## config.mk

```make
export PLATFORM = sky130hd
export DESIGN_NAME = bk_serial_add_ctrl
export DESIGN_NICKNAME = d
export VERILOG_FILES = /design/src/rtl/bk_serial_add_ctrl.sv
export SDC_FILE = /design/constraint.sdc
export NUM_CORES = 1
export LEC_CHECK = 0
export CORE_ASPECT_RATIO = 0.6
export CORE_MARGIN = 2
export CORE_UTILIZATION = 55
export CTS_BUF_LIST = sky130_fd_sc_hd__clkbuf_8
export CTS_CLUSTER_DIAMETER = 80
export DETAILED_ROUTE_END_ITERATION = 7
export GPL_ROUTABILITY_DRIVEN = 0
export GPL_TIMING_DRIVEN = 0
export MAX_ROUTING_LAYER = met4
export PLACE_DENSITY = 0.85
export SYNTH_ARGS = -nofsm -noshare
export SYNTH_HDL_FRONTEND = slang
export SYNTH_SLANG_ARGS = --single-unit
```

## constraint.sdc

```tcl
create_clock -name clk -period 7.84 [get_ports clk]
set_input_delay 1.176 -clock clk [delete_from_list [all_inputs] [get_ports clk]]
set_output_delay 1.176 -clock clk [all_outputs]
set_load 0.02 [all_outputs]
```

## src/rtl/bk_serial_add_ctrl.sv

```systemverilog
// bk_serial_add_ctrl -- multi-cycle wide adder sequencer.
//
// One SLICE_W-bit adder slice is reused for NUM_SLICES cycles. Slices are
// processed least-significant first, and the carry between slices is held in
// a register. There is a valid/ready handshake on both the operand side and
// the result side.
//
// Optional feature: define BKSEQ_SUB_EN to add the `sub` input. With sub=1 the
// block computes A + ~B + 1; Cin is ignored and Cout=1 means no borrow.
//
// Ports:
//   clk        in   1  clock, rising edge
//   rst_n      in   1  asynchronous reset, active low
//   in_valid   in   1  operand request
//   in_ready   out  1  operands accepted (high only in IDLE)
//   A, B       in   W  operands, sampled on accept
//   Cin        in   1  carry-in, sampled on accept
//   sub        in   1  (BKSEQ_SUB_EN only) subtract, sampled on accept
//   out_valid  out  1  Sum/Cout hold a finished result
//   out_ready  in   1  consumer takes the result
//   Sum        out  W  registered sum
//   Cout       out  1  registered carry-out of the top slice
module bk_serial_add_ctrl #(
  parameter int SLICE_W    = 16,
  parameter int NUM_SLICES = 4
) (
  input  logic                          clk,
  input  logic                          rst_n,
  input  logic                          in_valid,
  output logic                          in_ready,
  input  logic [SLICE_W*NUM_SLICES-1:0] A,
  input  logic [SLICE_W*NUM_SLICES-1:0] B,
  input  logic                          Cin,
`ifdef BKSEQ_SUB_EN
  input  logic                          sub,
`endif
  output logic                          out_valid,
  input  logic                          out_ready,
  output logic [SLICE_W*NUM_SLICES-1:0] Sum,
  output logic                          Cout
);

  localparam int W     = SLICE_W * NUM_SLICES;
  localparam int IDX_W = (NUM_SLICES > 1) ? $clog2(NUM_SLICES) : 1;
  localparam logic [IDX_W-1:0] LAST_IDX = IDX_W'(NUM_SLICES - 1);

  typedef enum logic [1:0] {IDLE, RUN, DONE} state_t;

  state_t             state, state_next;
  logic [IDX_W-1:0]   idx;
  logic               carry;
  logic [W-1:0]       a_reg, b_reg;
  logic [SLICE_W-1:0] a_sl, b_sl;
  logic [SLICE_W:0]   slice_sum;
  logic               accept;
  logic               last;

  assign accept = in_valid && in_ready;
  assign last   = (idx == LAST_IDX);

  // State register
  always_ff @(posedge clk or negedge rst_n) begin
    if (!rst_n) state <= IDLE;
    else        state <= state_next;
  end

  // Next-state logic
  always_comb begin
    state_next = state;
    unique case (state)
      IDLE:    if (accept)    state_next = RUN;
      RUN:     if (last)      state_next = DONE;
      DONE:    if (out_ready) state_next = IDLE;
      default:                state_next = IDLE;
    endcase
  end

  // Output decode
  always_comb begin
    in_ready  = (state == IDLE);
    out_valid = (state == DONE);
  end

  // Slice select feeding the shared adder
  always_comb begin
    a_sl = '0;
    b_sl = '0;
    for (int unsigned i = 0; i < NUM_SLICES; i++) begin
      if (idx == IDX_W'(i)) begin
        a_sl = a_reg[i*SLICE_W +: SLICE_W];
        b_sl = b_reg[i*SLICE_W +: SLICE_W];
      end
    end
    slice_sum = {1'b0, a_sl} + {1'b0, b_sl} + {{SLICE_W{1'b0}}, carry};
  end

  // Datapath
  always_ff @(posedge clk or negedge rst_n) begin
    if (!rst_n) begin
      idx   <= '0;
      carry <= 1'b0;
      a_reg <= '0;
      b_reg <= '0;
      Sum   <= '0;
      Cout  <= 1'b0;
    end else begin
      unique case (state)
        IDLE: begin
          if (accept) begin
            a_reg <= A;
            idx   <= '0;
            Sum   <= '0;
`ifdef BKSEQ_SUB_EN
            // Subtraction is folded in at capture: store ~B, force carry-in to 1.
            b_reg <= sub ? ~B : B;
            carry <= sub ? 1'b1 : Cin;
`else
            b_reg <= B;
            carry <= Cin;
`endif
          end
        end
        RUN: begin
          for (int unsigned i = 0; i < NUM_SLICES; i++) begin
            if (idx == IDX_W'(i)) Sum[i*SLICE_W +: SLICE_W] <= slice_sum[SLICE_W-1:0];
          end
          carry <= slice_sum[SLICE_W];
          if (last) begin
            Cout <= slice_sum[SLICE_W];
            idx  <= '0;
          end else begin
            idx  <= idx + 1'b1;
          end
        end
        default: ;
      endcase
    end
  end

endmodule

```

==> Word level (Yosys, flattened, before mapping) <==
Index checks and enable logic that the tools add are counted.
{ "totals": {"reg_bits": 198, "out_inout_bits": 67, "inputBits": 133, "wordCells": 59} }
{ "op_classes": {"n_reduce_logical": 12, "n_mux": 23, "eq_ne": 11, "add_sub_neg": 3} }
{ "ops": {"columns": ["op", "count"], "rows": [
  ["2-to-1 mux 16 bit", 12],
  ["one-hot mux 64 bit (2 select lines)", 1],
  ["2-to-1 mux 64 bit", 1],
  ["adder 16 x 16 -> 17 bit", 1],
  ["adder 17 x 1 -> 17 bit", 1],
  ["AND reduction 3 bit", 5],
  ["2-to-1 mux 2 bit", 5],
  ["!= test 2 bit (second input constant)", 4],
  ["== test 2 bit (second input constant)", 3],
  ["one-hot mux 2 bit (3 select lines)", 1],
  ["AND reduction 2 bit", 3],
  ["== test 2 x 1 -> 1 bit (second input constant)", 2],
  ["zero test 2 bit", 2],
  ["!= test 2 x 1 -> 1 bit (second input constant)", 2],
  ["one-hot mux 2 bit (2 select lines)", 1],
  ["adder 2 x 1 -> 2 bit (second input constant)", 1],
  ["one-hot mux 1 bit (2 select lines)", 1],
  ["nonzero test 2 bit", 1],
  ["logical AND 1 bit", 1],
  ["2-to-1 mux 1 bit", 1]
]} }

==> Depth between registers and ports, before layout <==
{ "logic_depth": {"ltp_word": 9, "mapped_depth": 18, "depth_no_buf": 15} }

==> Worst setup path after synthesis <==
Ideal clock, no wire load.
{ "synth_path": {"kind": "flip-flop to flip-flop", "from": "register idx[1]", "to": "register Cout", "t_required_ns": 7.711, "arrival_time_ns": 3.337, "setup_ns": 0.129, "slack_ns": 4.374, "path_stages_with_launch": 17, "n_path_buf": 2, "path_cell_list": "dfrtp_1 > inv_1 > ha_1 > clkbuf_1 > clkbuf_1 > nor2_1 > a21oi_1 > o21ai_0 > mux2i_1 > fa_1 > fa_1 > nor2b_4 > o211ai_2 > a21oi_2 > or4_4 > and3_4 > o41a_1"} }
{ "synth_via": {"elab_chain_cells": 7, "elab_cells_between_ends": 15, "cone_classes": "add/sub (2); eq/ne (3); mux (8); reduce/logical (2)"} }
{ "synth_lines": {"columns": ["item", "line", "text"], "rows": [
  ["start, declared", "50", "logic [IDX_W-1:0] idx;"],
  ["start signal, assigned", "132", "idx <= idx + 1'b1;"],
  ["zero test 2 bit", "89", "if (idx == IDX_W'(i)) begin"],
  ["2-to-1 mux 16 bit (4 in series)", "89", null],
  ["adder 16 x 16 -> 17 bit", "94", "slice_sum = {1'b0, a_sl} + {1'b0, b_sl} + {{SLICE_W{1'b0}}, carry};"],
  ["adder 17 x 1 -> 17 bit", "94", null],
  ["end signal, assigned", "129", "Cout <= slice_sum[SLICE_W];"],
  ["end, declared", "40", "output logic Cout"]
]} }
Parallel ways exist; a longest one is shown, timed or not.
A chain may end at the register's enable or synchronous reset.

==> Worst setup path after layout <==
{ "layout_path": {"from": "register idx[1]", "to": "register Sum[6]"} }
{ "layout_via": {"elab_chain_cells": 9, "elab_cells_between_ends": 18, "cone_classes": "add/sub (2); eq/ne (4); mux (10); reduce/logical (2)"} }
{ "layout_lines": {"columns": ["item", "line", "text"], "rows": [
  ["zero test 2 bit", "89, 125", null],
  ["2-to-1 mux 16 bit (4 in series)", "89", null],
  ["adder 16 x 16 -> 17 bit", "94", null],
  ["adder 17 x 1 -> 17 bit", "94", null],
  ["2-to-1 mux 16 bit", "125", "if (idx == IDX_W'(i)) Sum[i*SLICE_W +: SLICE_W] <= slice_sum[SLICE_W-1:0];"],
  ["one-hot mux 64 bit (2 select lines)", "107", "unique case (state)"],
  ["end signal, assigned by index", "125", null],
  ["end, declared", "39", "output logic [SLICE_W*NUM_SLICES-1:0] Sum,"]
]} }
Parallel ways exist; a longest one is shown, timed or not. The select of a mux whose other input is x is not followed.

==> summary.md <==
| Metric | Value |
|---|---|
| Worst-Margin Slew | 882 ps |
| Post-DR wirelength/cell | 18.4 um |
| Io pins | 200 |
| Setup Total Neg Slack | 0 ps |
| Worst r2r src | idx[1] |
| Startpoint Class | flop |
| PwrDens | 459 nW/um^2 |
| Unrepaired setup endpoints after global routing | false |
| CP max stage cell | nor3_1 |
| CP Launch Point | idx[1] |
| Antenna-violating nets left | 0 |
| Vias in the first global route | 9077 |
| CTS max path bufs | 2 |
| Asr flop ratio synth | 100% |
| CP Capture Type | flop |
| Syn avg cell area | 8.18 um^2 |
| Total number of vias | 9445 |
| Achievable frequency | 213 MHz |
| Post-layout minimum cycle time | 4690 ps |
| Syn Std Cell Area | 9680 um^2 |
| Synth Register Bits | 198 |
| Final HPWL DP | 23.1 mm |
| Max VDD drop | 225 uV |
| Layout area overhead | 27.8% |
| HP Start | b_reg[6] |
| Initial core utilization | 56.4% |
| Global-route track usage on met2 | 46.4% |
| Grt met1 use | 49.3% |
| Post-synth EDFFs | 0 |
| Worst endpoint data arrival time | 5100 ps |
| Max-cap violation count | 0 |
| Gr busiest metal | met1 |
| CTS tree | yes |
| Synth top cells by count | nand2_1 (504), dfrtp_1 (198), a21oi_1 (75), nor2_1 (73) |
| CP required | 8250 ps |
| Critical path peak fanout | 10 |
| Postcts setup bufs | 0 |
| Dominant cells by area after synthesis | dfrtp_1 (51%), nand2_1 (20%), a21oi_1 (3.9%), o21ai_0 (3.3%), nor2_1 (2.8%) |
| Largest net degree at the start of global routing | 110 |
| # resized after CTS | 0 |
| Row cnt | 37 |
| Warnings from Yosys | 0 |
| Most frequent cell after synthesis | nand2_1 |
| Synth Net Count | 1337 |
| CTS sink cnt | 198 |
| DR iter-0 viols | 1152 |
| GRT Util Overall | 34.1% |
| Yosys top cell by area | dfrtp_1 |
| Worst min path class | reg -> reg |
| Static leakage | 5.89 nW |
| Clk_lat worst skew | 490 ps |
| Most used flip-flop cell after synthesis | dfrtp_1 |
| Final count of negative-setup-slack endpoints | 0 |
| # diodes | 0 |
| Switch share | 49.7% |
| Max-slew violations | 0 |
| Number of remaining DRC errors | 0 |
| Critical path type | reg -> reg |
| Total congestion overflow | 0 |
| Crit-path cells | inv_1 -> ha_1 -> clkbuf_1 -> clkbuf_1 -> a21oi_1 -> o21ai_0 -> mux2i_1 -> fa_1 -> fa_1 -> nor2b_4 -> o211ai_2 -> nand2b_1 -> a211oi_1 -> nor3_1 -> mux2_2 |
| Status | complete, no violations |
| Core area | 17200 um^2 |
| Routed WL | 30.3 mm |
| CTS buffer count | 17 |
| Slew headroom | 40.7% |
| Synthesized instance count | 1183 |
| H-tree levels | 4 |
| Synth unique cells | 59 |
| Initial antenna violation count | 0 |
| Post-synth top area share | 51.2% |
| Avg Vias per Cell | 5.73 |
| Largest stage delay on the critical path | 620 ps |
| Clock Tree Root | clkbuf_8 |
| Clk_skew | 23.1 ps |
| Endpoints failing hold | 0 |
| Final Cycle Share | 59.8% |
| Post-CTS Hold Buffers | 0 |
| Global-route wire length before repair | 47.6 mm |
| Sequential Power Share | 30.2% |
| Worst-path clk slew | 110 ps |
| Final setup margin | 3150 ps |
| # nets final | 1556 |
| Die area | 18700 um^2 |
| Combinational Power Share | 58.4% |
| Grt met3 use | 10.9% |
| Seq/Total Area, Yosys | 51.2% |
| Die Y-Extent | 107 um |
| P_int | 2.85 mW |
| Clock network power share | 11.5% |
| Reg-to-reg setup timing slack | 3150 ps |
| Number of port buffers | 199 |
| Dpl ws | 3430 ps |
| Die W | 175 um |
| Net Switching | 2.82 mW |
| Layout cells sized above 1 | 4.38% |
| DR pass1 iterations | 7 |
-- stage by stage --
stage	area [um^2]	instances	util (%)	hold slack [ps]	total power [mW]
2_1_floorplan	9680	1183	-	445	3.80
3_3_place_gp	12000	1616	69.7	457	4.80
3_5_place_dp	12000	1617	69.9	462	4.92
4_1_cts	12400	1648	72.0	489	5.57
5_1_grt	12400	1648	72.0	507	6.05
6_report	12400	1648	72.0	486	5.67
-- final timing paths --
kind | end | depth (start not counted)
max | Sum[6] | 15
min | b_reg[6] | 2
max reg2reg | Sum[6] | 15
min reg2reg | b_reg[6] | 2
max in group asynchronous | b_reg[28] | 2
min in group asynchronous | a_reg[21] | 1
-- routing by layer --
layer	up-vias	wire length (um)	part of all wire (%)
met1	4462	13300	44
met4	0	592	2.0
met2	591	12300	40
met3	71	4170	14
li1	4321	-	-
met5	-	0	0
-- worst max-delay path: cells and delay by family (launching register included) --
kind	cells	cell delay, ps
flip-flops	1	430
AO/OA/AOI/OAI	4	840
multiplexers	2	440
adder cells (fa/ha/maj)	3	1050
buffers and inverters	3	960
AND/OR/NAND/NOR	3	910
-- power by group through the flow --
stage,combinational (mW),clock (mW),sequential [mW]
6_report,3.31,0.650,1.71
4_1_cts,3.22,0.652,1.70
2_1_floorplan,2.04,0,1.77
3_3_place_gp,3.09,0,1.71
3_5_place_dp,3.19,0,1.72
5_1_grt,3.61,0.690,1.75
-- cells in the final DEF (no fill, tap or decap), drive strengths merged, types with 3 or more instances in the layout --
cell type	n
clkbuf	81
inv	19
a21oi	76
xnor2	4
buf	15
nand2	504
a211oi	3
o211ai	5
and3	4
and2	3
ha	19
nor2b	7
a31oi	4
nand3b	3
a21o	13
clkdlybuf4s50	198
o21a	3
or4	7
nand3	11
o21ai	63
dfrtp	198
mux2	11
o2111ai	4
nand2b	10
a22o	11
nor3	12
o31ai	20
o21bai	3
nor2	74
clkinv	3
-- logic make-up after synthesis --
group	after synthesis	synth area share [%]
buf+inv	86	3.48
xor+xnor	5	0.452
compound gates	218	13.8
fa+ha+maj	21	2.87
mux	13	1.49
simple gates	642	26.7
flops	198	51.2
-- layout make-up --
type	instances	area, um^2
Fill cell	1305	4810
Tap cell	234	293
Clock buffer	17	234
Multi-Input combinational cell	899	4390
Timing Repair Buffer	200	2020
Inverter	9	33.8
Clock inverter	14	136
Buffer	77	303
Sequential cell	198	4950
Power figures use the tool's default switching activity.
